**config.mk**
```make
export PLATFORM = sky130hd
export DESIGN_NAME = bp_gshare
export DESIGN_NICKNAME = d
export VERILOG_FILES = /design/src/rtl/bp_gshare.sv
export SDC_FILE = /design/constraint.sdc
export NUM_CORES = 1
export LEC_CHECK = 0
export CAP_MARGIN = 20
export CORE_AREA = 2 2 276 278
export CTS_BUF_LIST = sky130_fd_sc_hd__clkbuf_16
export CTS_CLUSTER_DIAMETER = 150
export CTS_CLUSTER_SIZE = 10
export DETAILED_ROUTE_END_ITERATION = 12
export DIE_AREA = 0 0 278 280
export PLACE_DENSITY = 0.47
export SYNTH_ARGS = -nofsm -noshare
export SYNTH_HDL_FRONTEND = slang
export SYNTH_SLANG_ARGS = --single-unit
```
**constraint.sdc**
```tcl
create_clock -name clk -period 11.45 [get_ports clk]
set_input_delay 2.29 -clock clk [delete_from_list [all_inputs] [get_ports clk]]
set_output_delay 2.29 -clock clk [all_outputs]
set_load 0.01 [all_outputs]
```
**src/rtl/bp_gshare.sv**
```systemverilog
// bp_gshare: gshare branch direction predictor with post-reset table init sweep
// Ports: clk/rst_n (async active-low); ready high once the sweep is done;
// lk_valid/lk_pc -> pred_valid/pred_taken/pred_idx/pred_hist one cycle later;
// upd_valid/upd_idx/upd_taken train a counter, upd_mispredict/upd_hist repair ghr;
// ghr exposes the speculative global history.
module bp_gshare #(
    parameter int IDX_W    = 8,
    parameter int CTR_W    = 2,
    parameter int HIST_W   = 8,
    parameter int INIT_CTR = (1 << (CTR_W - 1)) - 1
) (
    input  logic              clk,
    input  logic              rst_n,
    output logic              ready,
    input  logic              lk_valid,
    input  logic [IDX_W-1:0]  lk_pc,
    output logic              pred_valid,
    output logic              pred_taken,
    output logic [IDX_W-1:0]  pred_idx,
    output logic [HIST_W-1:0] pred_hist,
    input  logic              upd_valid,
    input  logic [IDX_W-1:0]  upd_idx,
    input  logic              upd_taken,
    input  logic              upd_mispredict,
    input  logic [HIST_W-1:0] upd_hist,
    output logic [HIST_W-1:0] ghr
);
    typedef enum logic {S_INIT, S_RUN} state_t;
    localparam int N = 1 << IDX_W;
    localparam logic [CTR_W-1:0] CTR_MAX = '1;
    localparam logic [CTR_W-1:0] CTR_INIT = CTR_W'(INIT_CTR);
    state_t state_q, state_d;
    logic [IDX_W-1:0] ptr_q, ptr_d, idx, wr_idx;
    logic [CTR_W-1:0] tbl [N];
    logic [CTR_W-1:0] c, cur, wr_data;
    logic [HIST_W-1:0] ghr_d;
    logic run, wr_en, lk, repair;
    assign run = state_q == S_RUN;
    assign ready = run;
    assign lk = run && lk_valid;
    assign repair = run && upd_valid && upd_mispredict;
    assign idx = lk_pc ^ IDX_W'(ghr);
    assign c = tbl[idx];
    assign cur = tbl[upd_idx];
    always_comb begin
        state_d = state_q;
        ptr_d = ptr_q;
        if (!run) begin
            ptr_d = ptr_q + IDX_W'(1);
            if (&ptr_q) state_d = S_RUN;
        end
    end
    // One table write per cycle: the sweep owns the port in INIT, training in RUN.
    // Truncating {history, bit} to HIST_W drops the MSB, which also covers HIST_W=1.
    always_comb begin
        wr_en = !run || upd_valid;
        wr_idx = run ? upd_idx : ptr_q;
        wr_data = !run ? CTR_INIT :
                  upd_taken ? (cur == CTR_MAX ? cur : cur + CTR_W'(1)) :
                  (cur == '0 ? cur : cur - CTR_W'(1));
        ghr_d = repair ? HIST_W'({upd_hist, upd_taken}) :
                lk ? HIST_W'({ghr, c[CTR_W-1]}) : ghr;
    end
    always_ff @(posedge clk or negedge rst_n) begin
        if (!rst_n) begin
            state_q <= S_INIT;
            ptr_q <= '0;
            ghr <= '0;
            pred_valid <= 1'b0;
            pred_taken <= 1'b0;
            pred_idx <= '0;
            pred_hist <= '0;
        end else begin
            state_q <= state_d;
            ptr_q <= ptr_d;
            ghr <= ghr_d;
            pred_valid <= lk;
            if (lk) begin
                pred_taken <= c[CTR_W-1];
                pred_idx <= idx;
                pred_hist <= ghr;
            end
        end
    end
    always_ff @(posedge clk) begin
        if (wr_en) tbl[wr_idx] <= wr_data;
    end
endmodule

```
==> impl_metrics.tcl, run 1 <==
set metrics [dict create \
    yosys.area.top_type "edfxtp_1" \
    multi_input_area_sq_um 7920 \
    pre_cts_slack_ps 4020 \
    drt-initial-drc-count 1243 \
    antenna_found_initial 1 \
    pin_count 57 \
    gpl.final_weighted_congestion 0.787 \
    setup_viol 0 \
    grt_max_degree 141 \
    netlist.area_leader.share_pct 62.5 \
    cts_buffers 60 \
    synth_area_sq_um 24600 \
    critPathTopFamily "buffers and inverters" \
    crit_buf_inv 4 \
    wl_microns 73000 \
    vias 14000 \
    cts.sinks 547 \
    nFillCells 6991 \
    drv_cap 0 \
    setup_tns_ps 0 \
    ff2ff_setup_slack_ps 7210 \
    ctsHoldBuffers 0 \
    synth_edf_count 512 \
    post-cts-setup-buffer-count 0 \
    port_buffers 55 \
    synth-seq-area-share_pct 66.1 \
    wl_per_cell_microns 28.8 \
    grt_pass1_vias 14800 \
    tightest_slew_ps 904 \
    drc 0 \
    synthDistinctLibCells 49 \
    layout_min_cycle_time_ps 6740 \
    leakage_nw 9.22 \
    cts_resized 0 \
    clk_pin_slew_worst_paths_ps 60 \
    initial_core_util_pct 32.7 \
    synth_most_common_cell "edfxtp_1" \
    worst-setup-path-type "in -> reg" \
    hold_viol 0 \
    end_kind "flop" \
    die-area_sq_um 77800 \
    fin_nets 1571 \
    finClkSkew_ps 32.5 \
    ant_nets 0 \
    power.total_mw 4.03 \
    tritoncts "done" \
    synth_warnings 0 \
    hold_path.class "reg -> reg" \
    max_freq_ghz 0.148 \
    cts_buffer_depth 3 \
    status "finished, final reports clean" \
    irDropWorstVdd_uv 126 \
    cts_root_buf "clkbuf_16" \
    drive_above_1_share_pct 21.7 \
    slowest_stage "buf_4" \
    grtUsageTotal_pct 18.9 \
    layout_setup_ws_ps 4710 \
    post-dp-hpwl_microns 44200 \
    dr.pass1.iters 5 \
    cp.required_ps 11750 \
    synthCells 1488 \
    synth_fp_nets 1519 \
    htreeDepth 2 \
    areaGrowthSynthToFinish_pct 13.6 \
    chipHeight_microns 280 \
    core_region_area_sq_um 75200 \
    synth_flop_cell "edfxtp_1" \
    ys_seq_elements 547 \
    vias_per_cell 5.54 \
    start_kind "input pin" \
    crit_path_max_fanout 85 \
    max_slew_margin_pct 39.5 \
    synthTopCellsByCount "512 x edfxtp_1, 289 x nor2_1, 197 x mux4_2" \
    path_cells "clkbuf_8, buf_12, mux4_2, mux4_2, a221oi_1, o21ai_0, a32oi_1, a21oi_1, o21ai_4, buf_4, buf_4" \
    overflow 0 \
    die_x_microns 278 \
    grt_pass1_wl_microns 106000 \
    timing.final.crit_share_pct 58.8 \
    power_density_nw_per_um2 144 \
    max_stage_delay_ps 670 \
    avgSynthCellArea_sq_um 16.5 \
    synth_area_leaders "edfxtp_1 63%, mux4_2 18%, nor2_1 4.4%" \
    arrival_ps 7040 \
    placementRows 101 \
    rsz0062_at_grt "false" \
    async_reset_ff_share_pct 6.40 \
    register_area_sq_um 16300 \
    clkLatencyLatePin_ps 630 \
    drv_slew 0 \
]
## final timing paths
kind                                end  cells after the start         from
max                         tbl[172][0]                     11   upd_idx[0]
min                         pred_idx[5]                      2  pred_idx[5]
max reg2reg                 tbl[172][0]                      9  tbl[170][0]
min reg2reg                 pred_idx[5]                      2  pred_idx[5]
max in group asynchronous      ptr_q[4]                      1        rst_n
min in group asynchronous  pred_hist[0]                      1        rst_n
## stage by stage
step	hold slack [ps]	cells	area [sq um]	utilization (%)
6_report	486	2534	27900	37.2
3_5_place_dp	474	2455	26300	35.0
4_1_cts	487	2532	27900	37.1
3_3_place_gp	466	2454	26300	35.0
2_1_floorplan	479	1488	24600	-
5_1_grt	521	2533	27900	37.2
## cells in the final DEF (no fill, tap or decap), drive strengths merged, types with 3 or more instances in the layout
cell type	synthesis	routed
o22ai	14	14
nand2b	3	3
nand4	5	5
o31ai	5	5
inv	7	21
xnor2	13	13
a211oi	4	4
clkinv	2	4
a311oi	6	6
o21ai	24	24
o221ai	13	13
nor2	289	289
nor2b	7	7
or3	4	4
a22o	3	3
o32ai	3	3
xor2	7	7
dfrtp	35	35
a22oi	9	9
edfxtp	512	512
buf	48	42
a32o	6	6
clkdlybuf4s50	0	51
clkbuf	56	62
mux4	197	197
mux2	18	18
nand2	90	90
nor3	8	8
a21oi	20	20
a221oi	8	8
nand3	10	10
mux2i	45	45
## registers in the layout, indices dropped and copies added, names as in the netlist
signal and count:
tbl 512, pred_valid 1, ptr_q 8, pred_hist 8
ghr 8, pred_idx 8, ready 1, pred_taken 1
## cell families (layout without fill, tap and decap cells)
logic type	Yosys count	count (layout)	synth area share [%]
compound gates	127	127	3.65
xor+xnor	20	20	0.713
fa+ha+maj	1	1	0.0509
buf+inv	113	180	2.02
flops	547	547	66.1
mux	260	260	20.7
other cells	0	1	0
simple gates	420	420	6.76
## report_power, final
part | internal (mW) | switching [mW]
logic | 0.0759 | 0.116
clock network | 0.934 | 0.748
registers | 2.15 | 0
## metal layers
metal  part of all wire, %  up-vias  GRT usage [%]
met5                 0.016        -              0
li1                      -     6020              -
met2                    49      429           31.5
met1                    42     7468           24.9
met3                   5.9      111           3.89
met4                   2.8        2           5.79
## final cells by class
type / count / area share (%)
inverters: 9 / 0.121
clock inverters: 16 / 0.255
repair buffers: 94 / 3.26
flip-flops and latches: 547 / 58.2
diodes: 1 / 0.00896
well taps: 978 / 4.38
multi-input cells: 828 / 28.3
clock buffers: 61 / 5.46
## worst reg2reg max path, stage by stage, from the launching register on
cell	delay, ps
edfxtp_1	370
mux4_2	480
mux4_2	540
a221oi_1	300
o21ai_0	270
a32oi_1	370
a21oi_1	150
o21ai_4	150
buf_4	490
buf_4	690
No activity file was read; power rests on OpenSTA's default activity.
==> run 2: changes to the inputs <==
==> constraint.sdc (replaced) <==
create_clock -name clk -period 6.5 [get_ports clk]
set_input_delay 1.3 -clock clk [delete_from_list [all_inputs] [get_ports clk]]
set_output_delay 1.3 -clock clk [all_outputs]
set_load 0.01 [all_outputs]
==> run 2 against run 1 <==
  * Via count up 2.1%
  * Non-clock buffer count increased by 10
  * Total power rose by 78%
  * Cell count increased by 1.3%
  * Clock-buffer cell count rose by 1
  * Register-to-register slack lost 4400 ps
  * Highest routed layer is now met4
  * Design area up 0.78%
  * First-iteration DRC count increased by 20%
  * Critical path type unchanged
  * Core utilization increased by 0.29 points
  * Hold slack got worse by 7.7 ps
==> impl_metrics.tcl, run 2 (synthesis gave the netlist of run 1 again) <==
set metrics [dict create \
    regMostFlops "tbl" \
    grtUsageTotal_pct 19.2 \
    r2r_start "tbl[171][0]" \
    worst-setup-path-type "in -> reg" \
    ant_nets 0 \
    chipHeight_microns 280 \
    crit_cells 10 \
    cts_root_buf "clkbuf_16" \
    vias 14300 \
    crit_buf_inv 3 \
    drv_slew 0 \
    tritoncts "done" \
    status "finished, final reports clean" \
    antenna_found_initial 1 \
    met1_length_microns 31800 \
    gpl.final_weighted_congestion 0.799 \
    core_region_area_sq_um 75200 \
    cts_resized 0 \
    ctsHoldBuffers 0 \
    timing.final.crit_share_pct 75.6 \
    drive_above_1_share_pct 22.0 \
    start_kind "input pin" \
    drv_cap 0 \
    tightest_slew_ps 1050 \
    hold_viol 0 \
    irDropWorstVdd_uv 182 \
    die_x_microns 278 \
    cpMostUsedCell "mux4_2" \
    ff2ff_setup_slack_ps 2850 \
    areaGrowthSynthToFinish_pct 14.5 \
    pre_cts_slack_ps 929 \
    cp.required_ps 6810 \
    fin_nets 1581 \
    power_density_nw_per_um2 255 \
    startpoint "upd_idx[1]" \
    slowest_stage "buf_6" \
    clk_pin_slew_worst_paths_ps 60 \
    endpoint "tbl[157][0]" \
    highest_layer "met4" \
    overflow 0 \
    max_stage_delay_ps 600 \
    wl_per_cell_microns 28.9 \
    final_cell_mix "512 x edfxtp_1, 289 x nor2_1, 197 x mux4_2, 82 x nand2_1, 62 x clkbuf_16" \
    cts.sinks 547 \
    grt_pass1_vias 14900 \
    vias_per_cell 5.58 \
    multi_input_area_sq_um 7920 \
    routed-wl-met2_microns 36000 \
    crit_path_max_fanout 174 \
    postPlaceCellArea_sq_um 26400 \
    whs_path_depth 2 \
    diodes 0 \
    pin_count 57 \
    reg2regPathDepth 8 \
    post-cts-setup-buffer-count 0 \
    largest_reg_flops 512 \
    cts_buffer_depth 3 \
    grt_pass1_wl_microns 108000 \
    initial_core_util_pct 32.7 \
    reg2reg_to "tbl[157][0]" \
    setup_tns_ps 0 \
    nFillCells 6960 \
    hold_path.class "reg -> reg" \
    dr.pass1.iters 6 \
    leakage_nw 9.43 \
    arrival_ps 5230 \
    final_common_cell "edfxtp_1" \
    max_slew_margin_pct 29.5 \
    layout_setup_ws_ps 1580 \
    path_cells "buf_6, buf_4, mux4_2, mux4_2, a221oi_1, o21ai_0, a32oi_1, a21oi_1, o21ai_4, buf_12" \
    wl_microns 74200 \
    post-dp-hpwl_microns 46000 \
    layout_min_cycle_time_ps 4920 \
    wl_met3_microns 4420 \
    placementRows 101 \
    end_kind "flop" \
    rsz0062_at_grt "false" \
    critPathTopFamily "buffers and inverters" \
    final_area_sq_um 28200 \
    drc 0 \
    register_area_sq_um 16300 \
    finClkSkew_ps 18.4 \
    cts_buffers 60 \
    port_buffers 55 \
    grt_max_degree 175 \
    clkLatencyLatePin_ps 630 \
    die-area_sq_um 77800 \
    max_freq_ghz 0.203 \
    power.total_mw 7.18 \
    drt-initial-drc-count 1493 \
    setup_viol 0 \
    htreeDepth 2 \
]
==> run 2: changes by cell type in the layout (fill, tap and decap cells not counted), sizes merged <==
cell	delta
diode	-1
buf	+10
inv	+23
clkbuf	+1
==> run 2: metal layers <==
| metal | vias to the layer above | GRT usage [%] |
|---|---|---|
| li1 | 6043 | - |
| met2 | 489 | 31.8 |
| met4 | 0 | 5.41 |
| met1 | 7652 | 26.1 |
| met3 | 134 | 3.25 |
| met5 | - | 0 |
==> run 2: tightest hold or removal path, stage by stage, from the launching register on <==
cell	delay [ps]
dfrtp_1	340
nand2_1	50
o21ai_0	60
==> run 2: layout make-up <==
| cell class | instances | area share [%] |
|---|---|---|
| inverter | 9 | 0.120 |
| tap | 978 | 4.35 |
| clock inverter | 39 | 0.569 |
| timing repair buffer | 104 | 3.61 |
| sequential | 547 | 57.7 |
| clock buffer | 62 | 5.51 |
| multi-input combinational | 828 | 28.1 |
==> run 2: metrics by stage <==
step | instances | hold slack (ps) | utilization, %
floorplan | 1488 | 479 | -
global placement | 2465 | 464 | 35.2
detailed placement | 2466 | 470 | 35.2
CTS | 2567 | 484 | 37.4
global route | 2567 | 507 | 37.4
finish | 2567 | 479 | 37.4
==> run 2: where the power goes <==
part           total [mW]  switching, mW  internal [mW]
clock network        3.04           1.36           1.69
logic               0.347          0.206          0.140
registers            3.79              0           3.79
total                7.18           1.56           5.62
==> run 2: worst min path at each step <==
| stage | from | end | slack [ps] |
|---|---|---|---|
| floorplan | ptr_q[2] | ptr_q[2] | 480 |
| global route | pred_taken | pred_taken | 510 |
| detailed placement | pred_idx[6] | pred_idx[6] | 470 |
| CTS | pred_idx[0] | pred_idx[0] | 480 |
| finish | pred_idx[0] | pred_idx[0] | 480 |
| global placement | pred_taken | pred_taken | 460 |
